===== config.mk =====
export PLATFORM = sky130hd
export DESIGN_NAME = cache_fill_arbiter
export DESIGN_NICKNAME = d
export VERILOG_FILES = /design/src/rtl/cache_fill_arbiter.sv
export SDC_FILE = /design/constraint.sdc
export NUM_CORES = 1
export LEC_CHECK = 0
export ABC_AREA = 0
export CAP_MARGIN = 10
export CORE_MARGIN = 2
export CORE_UTILIZATION = 47
export DETAILED_ROUTE_END_ITERATION = 6
export HOLD_SLACK_MARGIN = 0.03
export PLACE_DENSITY = 0.86
export SLEW_MARGIN = 15
export SYNTH_ARGS = -nofsm -noshare
export SYNTH_HDL_FRONTEND = slang
export SYNTH_SLANG_ARGS = --single-unit
export TNS_END_PERCENT = 100

===== constraint.sdc =====
create_clock -name clk -period 2.8 [get_ports clk]
set_input_delay 0.7 -clock clk [delete_from_list [all_inputs] [get_ports clk]]
set_output_delay 0.7 -clock clk [all_outputs]
set_load 0.005 [all_outputs]

===== src/rtl/cache_fill_arbiter.sv =====
// Arbitrates the single pipelined main memory between I-cache refills, D-cache
// refills and D-cache write-through stores; steers returning words to the right cache.
module cache_fill_arbiter #(
    parameter int MEM_LATENCY     = 4,
    parameter int WORDS_PER_BLOCK = 8,
    parameter int ADDR_WIDTH      = 16
) (
    input  logic                  clk,
    input  logic                  rst,
    input  logic                  IMissReq,
    input  logic [ADDR_WIDTH-1:0] IMissAddr,
    input  logic                  DMissReq,
    input  logic [ADDR_WIDTH-1:0] DMissAddr,
    input  logic                  DWriteReq,
    input  logic [ADDR_WIDTH-1:0] DWriteAddr,
    input  logic [15:0]           DWriteData,
    input  logic                  MemDataValid,
    output logic [ADDR_WIDTH-1:0] MemAddr,
    output logic                  MemEnable,
    output logic                  MemWr,
    output logic [15:0]           MemDataOut,
    output logic [ADDR_WIDTH-1:0] FillWordAddr,
    output logic                  ICacheFillWe,
    output logic                  DCacheFillWe,
    output logic                  IFillDone,
    output logic                  DFillDone,
    output logic                  DWriteDone
);

    localparam int CNT_W = $clog2(WORDS_PER_BLOCK);
    localparam logic [ADDR_WIDTH-1:0] OFF_MASK  = ADDR_WIDTH'((2 * WORDS_PER_BLOCK) - 1);
    localparam logic [CNT_W:0]        ISSUE_END = (CNT_W + 1)'(WORDS_PER_BLOCK);
    localparam logic [CNT_W-1:0]      LAST_WORD = CNT_W'(WORDS_PER_BLOCK - 1);

    // Memory latency only shapes the external return timing; it must still be sane.
    if (WORDS_PER_BLOCK < 2 || (WORDS_PER_BLOCK & (WORDS_PER_BLOCK - 1)) != 0
        || MEM_LATENCY < 1) begin : g_bad_param
        $error("cache_fill_arbiter: invalid WORDS_PER_BLOCK or MEM_LATENCY");
    end

    typedef enum logic [1:0] {
        IDLE,
        FILL_I,
        FILL_D,
        WRITE_D
    } state_t;

    state_t                state_q, state_n;
    logic [CNT_W:0]        ic_q, ic_n;
    logic [CNT_W-1:0]      rc_q, rc_n;
    logic [ADDR_WIDTH-1:0] base_q, base_n;
    logic [ADDR_WIDTH-1:0] waddr_q, waddr_n;
    logic [15:0]           wdata_q, wdata_n;
    logic                  idone_q, idone_n;
    logic                  ddone_q, ddone_n;
    logic                  wdone_q, wdone_n;

    function automatic logic [ADDR_WIDTH-1:0] word_off(input logic [CNT_W-1:0] w);
        return ADDR_WIDTH'({w, 1'b0});
    endfunction

    always_ff @(posedge clk or negedge rst) begin
        if (!rst) begin
            state_q <= IDLE;
            ic_q    <= '0;
            rc_q    <= '0;
            base_q  <= '0;
            waddr_q <= '0;
            wdata_q <= '0;
            idone_q <= 1'b0;
            ddone_q <= 1'b0;
            wdone_q <= 1'b0;
        end else begin
            state_q <= state_n;
            ic_q    <= ic_n;
            rc_q    <= rc_n;
            base_q  <= base_n;
            waddr_q <= waddr_n;
            wdata_q <= wdata_n;
            idone_q <= idone_n;
            ddone_q <= ddone_n;
            wdone_q <= wdone_n;
        end
    end

    always_comb begin
        state_n      = state_q;
        ic_n         = ic_q;
        rc_n         = rc_q;
        base_n       = base_q;
        waddr_n      = waddr_q;
        wdata_n      = wdata_q;
        idone_n      = 1'b0;
        ddone_n      = 1'b0;
        wdone_n      = 1'b0;
        MemAddr      = '0;
        MemEnable    = 1'b0;
        MemWr        = 1'b0;
        MemDataOut   = '0;
        FillWordAddr = '0;
        ICacheFillWe = 1'b0;
        DCacheFillWe = 1'b0;

        case (state_q)
            IDLE: begin
                if (DWriteReq) begin
                    state_n = WRITE_D;
                    waddr_n = DWriteAddr;
                    wdata_n = DWriteData;
                end else if (DMissReq) begin
                    state_n = FILL_D;
                    base_n  = DMissAddr & ~OFF_MASK;
                    ic_n    = '0;
                    rc_n    = '0;
                end else if (IMissReq) begin
                    state_n = FILL_I;
                    base_n  = IMissAddr & ~OFF_MASK;
                    ic_n    = '0;
                    rc_n    = '0;
                end
            end

            FILL_I, FILL_D: begin
                // Issue and return run independently: reads stream out while
                // earlier words are still in flight.
                if (ic_q < ISSUE_END) begin
                    MemEnable = 1'b1;
                    MemAddr   = base_q + word_off(ic_q[CNT_W-1:0]);
                    ic_n      = ic_q + (CNT_W + 1)'(1);
                end
                if (MemDataValid) begin
                    FillWordAddr = base_q + word_off(rc_q);
                    ICacheFillWe = (state_q == FILL_I);
                    DCacheFillWe = (state_q == FILL_D);
                    rc_n         = rc_q + CNT_W'(1);
                    if (rc_q == LAST_WORD) begin
                        state_n = IDLE;
                        idone_n = (state_q == FILL_I);
                        ddone_n = (state_q == FILL_D);
                    end
                end
            end

            WRITE_D: begin
                MemEnable  = 1'b1;
                MemWr      = 1'b1;
                MemAddr    = waddr_q;
                MemDataOut = wdata_q;
                state_n    = IDLE;
                wdone_n    = 1'b1;
            end

            default: state_n = IDLE;
        endcase
    end

    assign IFillDone  = idone_q;
    assign DFillDone  = ddone_q;
    assign DWriteDone = wdone_q;

endmodule


# Yosys cells after proc, flatten, opt, wreduce, memory -nomap -nowiden
# Cells that the tools add are included.
# W data, S select, Z words.
# word_totals
elab_cells	70
ff_bits	60
input_bits	70
out_inout_bits	55
# classes
n_lt_le_gt_ge	1
muxes	36
eq_ne	10
add_sub_neg	4
reduce_logical	9
n_bitwise	1
# op_table
op	count
$mux W16	6
$add A16 B4 Y16	2
$pmux W16 S2	1
$mux W4	4
$mux W1	12
$mux W3	4
$mux W2	5
$ne A2 B2 Y1 const B	4
$pmux W4 S2	1
$reduce_and A4 Y1	2
$pmux W2 S3	1
$pmux W3 S2	1
$reduce_and A3 Y1	2
$add A4 B1 Y4 const B	1
$eq A2 B2 Y1 const B	2
$lt A4 B4 Y1 const B	1
$ne A4 B4 Y1 const B	1
$reduce_bool A2 Y1	2
$add A3 B1 Y3 const B	1
$eq A3 B3 Y1 const B	1
$ne A3 B3 Y1 const B	1
$eq A2 B1 Y1 const B	1
$logic_not A2 Y1	1
$pmux W1 S2	1
3 further kinds	3

# Depth between registers and ports, before layout
# depth
word_depth	4
ltp_mapped	7
mapped_depth_nobuf	5

# Worst setup path before layout
# No wires, ideal clock.
# synth_path
kind	reg2out
start	register state_q[0]
end	output port MemAddr[10]
arrival_time_ns	1.383
path_stages_with_launch	8
n_path_buf	2
setup_slack_ns	0.717
t_required_ns	2.100
cell_sequence	dfrtp_1 inv_1 ha_1 nor2b_1 clkbuf_2 buf_4 a22oi_1 nor2_1
# synth_between
elab_chain_cells	3
elab_cells_between_ends	5
classes_between	eq/ne (3); mux (1); reduce/logical (1)
# synth_rtl
item	line	rtl
start: declaration	48	state_t state_q, state_n;
start signal: assignment	74	state_q <= state_n;
$eq A2 B1 Y1 / $eq A2 B2 Y1 (equally long branches)	104	case (state_q)
$reduce_or A2 Y1	104	
$pmux W16 S2 *	104	
end: declaration	18	output logic [ADDR_WIDTH-1:0] MemAddr,
# Mark *: on every way between the ends. The rest lies on a longest branch, timed or not.

# Final worst setup path
# layout_path
start	register state_q[0]
end	output port MemAddr[9]
# The elaborated chain is that of the path after synthesis.

==> flow_summary.yaml <==
run_status:
  outcome: "finished clean"
sta:
  slew_viol_final: 0
  post-route-period-util: 0.991
  fin_worst_skew_ns: 0.00636
  min_period_ns: 2.78
  hold_slack_ns: 0.363
  fmax_mhz: 360
  hold_viol_final: 0
  setup_viol: 0
  tns_ns: 0
  tightest_slew_ns: 0.562
  relSlewSlack: 0.625
  setup_slack_ns: 0.0247
finish:
  final_common_cell: "clkdlybuf4s50_1"
  regArea_sq_um: 1400
  area_delta_synth_final_pct: 48.0
  most-common-layout-cells: "clkdlybuf4s50_1, dfrtp_1, mux2_4"
  instances_no_fill: 475
  drive_above_1_share: 0.191
  finalNetCount: 476
  fillerInstances: 436
  diodes: 0
  multi_input_area_sq_um: 1580
worst_setup_path:
  critPathKind: "flip-flop to primary output"
  cp.required_ns: 2.10
  path_cells: "buf_4, buf_4, ha_1, buf_6, a22oi_1, nor2_1, clkdlybuf4s50_1"
  endpoint_kind: "primary output"
  startpoint: "state_q[0]"
  slowest_stage: "clkdlybuf4s50_1"
  critPathArrivalTime_ns: 2.08
  path_max_fanout: 13
  timing.rr.end: "waddr_q[3]"
  cp_common_cell: "buf_4"
  r2r_setup_slack_ns: 1.03
  timing.rr.start: "state_q[1]"
  slowest_delay_ns: 0.44
  cp-start-kind: "flip-flop"
  reg2reg_depth: 6
route:
  first_pass_iters: 4
  drc: 0
  via_count: 2635
  drtIter0Drc: 152
  finalWirelength_um: 8330
  wire_per_inst_um: 17.5
  ant_nets: 0
  vias_per_cell: 5.55
clock_tree:
  clock-sinks: 56
  worstSkewPairLatency_ns: 0.32
  cts_root_buf: "clkbuf_8"
  cts_buffer_depth: 2
  tritoncts: "yes"
  ctsHoldBuffers: 0
  cts_buffers: 5
  path_clk_slew_ns: 0.10
  htreeDepth: 2
synthesis:
  yosysSeqAreaShare: 0.455
  syn_area_per_cell_sq_um: 11.3
  yosys_most_used_dff: "dfrtp_1"
  synth_cells: 273
  synth_cell_type_count: 35
  synth_edf_count: 0
  yosys_warnings: 0
  netlist_area_sq_um: 3080
  ys_ff_latch: 56
  synth_fp_nets: 352
  async_flop_share: 1.00
global_routing:
  grtUsageTotal: 0.221
  grt_remaining_overflow: 0
  grt_pass1_vias: 2524
  antenna_found_initial: 0
  grt_max_degree: 30
  grt_pass1_wl_um: 12600
power_and_ir_drop:
  p_per_area_nw_per_um2: 981
  leakagePower_uw: 0.00221
  peakVddDrop_mv: 0.573
  power_uw: 4470
placement:
  portBuffers: 115
  hpwl_um: 5950
  dp.cells: 455
  place.gp.congestion: 0.851
  pre_cts_ws_ns: 0.0729
die:
  die_h_um: 84.9
  rows: 29
  start_util: 0.485
  core-area_sq_um: 6350
  io_pins: 125
  die-area_sq_um: 7210
  fp.dieW_um: 84.9
job:
  max-cap-violations: 0
min_path:
  hp-class: "input pin to asynchronous set/reset pin"
[Yosys cell counts, types with 2 or more instances]
cell	number	area share
dfrtp_1	56	0.46
mux2_4	30	0.15
nor2_1	20	0.024
o21ai_0	20	0.033
and2_1	19	0.039
and3_1	16	0.033
a22oi_1	15	0.037
mux2i_1	14	0.046
o21ai_1	11	0.018
ha_1	9	0.037
clkbuf_1	7	0.0085
o211ai_1	7	0.017
nand2_1	6	0.0073
nand3_1	6	0.0098
buf_2	4	0.0065
buf_6	4	0.015
buf_4	3	0.0073
clkbuf_2	3	0.0049
inv_1	3	0.0037
nand2b_1	3	0.0061
mux2_2	2	0.0073
nor2b_1	2	0.0041
[layout make-up]
type | instances | area share
clock buffers | 7 | 0.0189
clock inverters | 1 | 0.00165
inverters | 4 | 0.00329
multi-input cells | 192 | 0.346
flip-flops and latches | 56 | 0.308
well taps | 77 | 0.0211
repair buffers | 138 | 0.302
[worst max-delay path by stage]
stage	end	slack [ns]	depth (start not counted)
final	MemAddr[9]	0.02	7
after global routing	MemEnable	-0.02	6
after CTS	MemAddr[10]	0.0003	7
after detailed placement	DCacheFillWe	0.07	4
after global placement	FillWordAddr[6]	0.07	4
after floorplan	MemAddr[10]	0.72	7
[repair_timing]
action | in CTS | in global routing
pin swaps | 0 | 1
endpoints found under the setup margin | 23 | 18
gates resized for setup | 7 | 17
setup buffers | 3 | 9
[through the flow]
step / utilization / cell area (sq um)
after floorplan: - / 3080
after global placement: 0.677 / 4300
after detailed placement: 0.677 / 4300
after CTS: 0.697 / 4420
after global routing: 0.718 / 4560
final: 0.718 / 4560
[critical path, delay by kind of cell, from the launching register on]
kind | cells | cell delay, ns
buf+inv | 4 | 0.87
simple gates | 1 | 0.07
fa+ha+maj | 1 | 0.22
flops | 1 | 0.41
compound gates | 1 | 0.17
[cells by family (layout without fill, tap and decap cells)]
| family | Yosys count | after routing | share of synthesized area |
|---|---|---|---|
| AO/OA/AOI/OAI | 60 | 60 | 0.128 |
| multiplexers | 46 | 46 | 0.199 |
| other | 1 | 1 | 0.00122 |
| flip-flops | 56 | 56 | 0.455 |
| buffers and inverters | 25 | 150 | 0.0467 |
| AND/OR/NAND/NOR | 76 | 76 | 0.133 |
| adder cells (fa/ha/maj) | 9 | 9 | 0.0366 |
[state kept, by name, indices dropped and copies added (netlist names)]
| name | cells |
|---|---|
| waddr_q | 16 |
| wdata_q | 16 |
| base_q | 12 |
| ic_q | 4 |
| rc_q | 3 |
| state_q | 2 |
| DFillDone | 1 |
| DWriteDone | 1 |
| IFillDone | 1 |
[routing by layer]
metal	up-vias	global-route usage	part of all wire
met1	1302	0.296	0.44
met4	0	0.0548	0.012
li1	1215	-	-
met5	-	0	0
met3	12	0.0438	0.061
met2	106	0.372	0.49
[report_power, final]
group	leakage [uW]	total [uW]	switching, uW	internal [uW]
clock	0.0000445	466	264	202
combinational	0.00148	2510	1080	1440
sequential	0.000682	1490	299	1190
total	0.00221	4470	1640	2830
(Power assumes the default switching activity.)
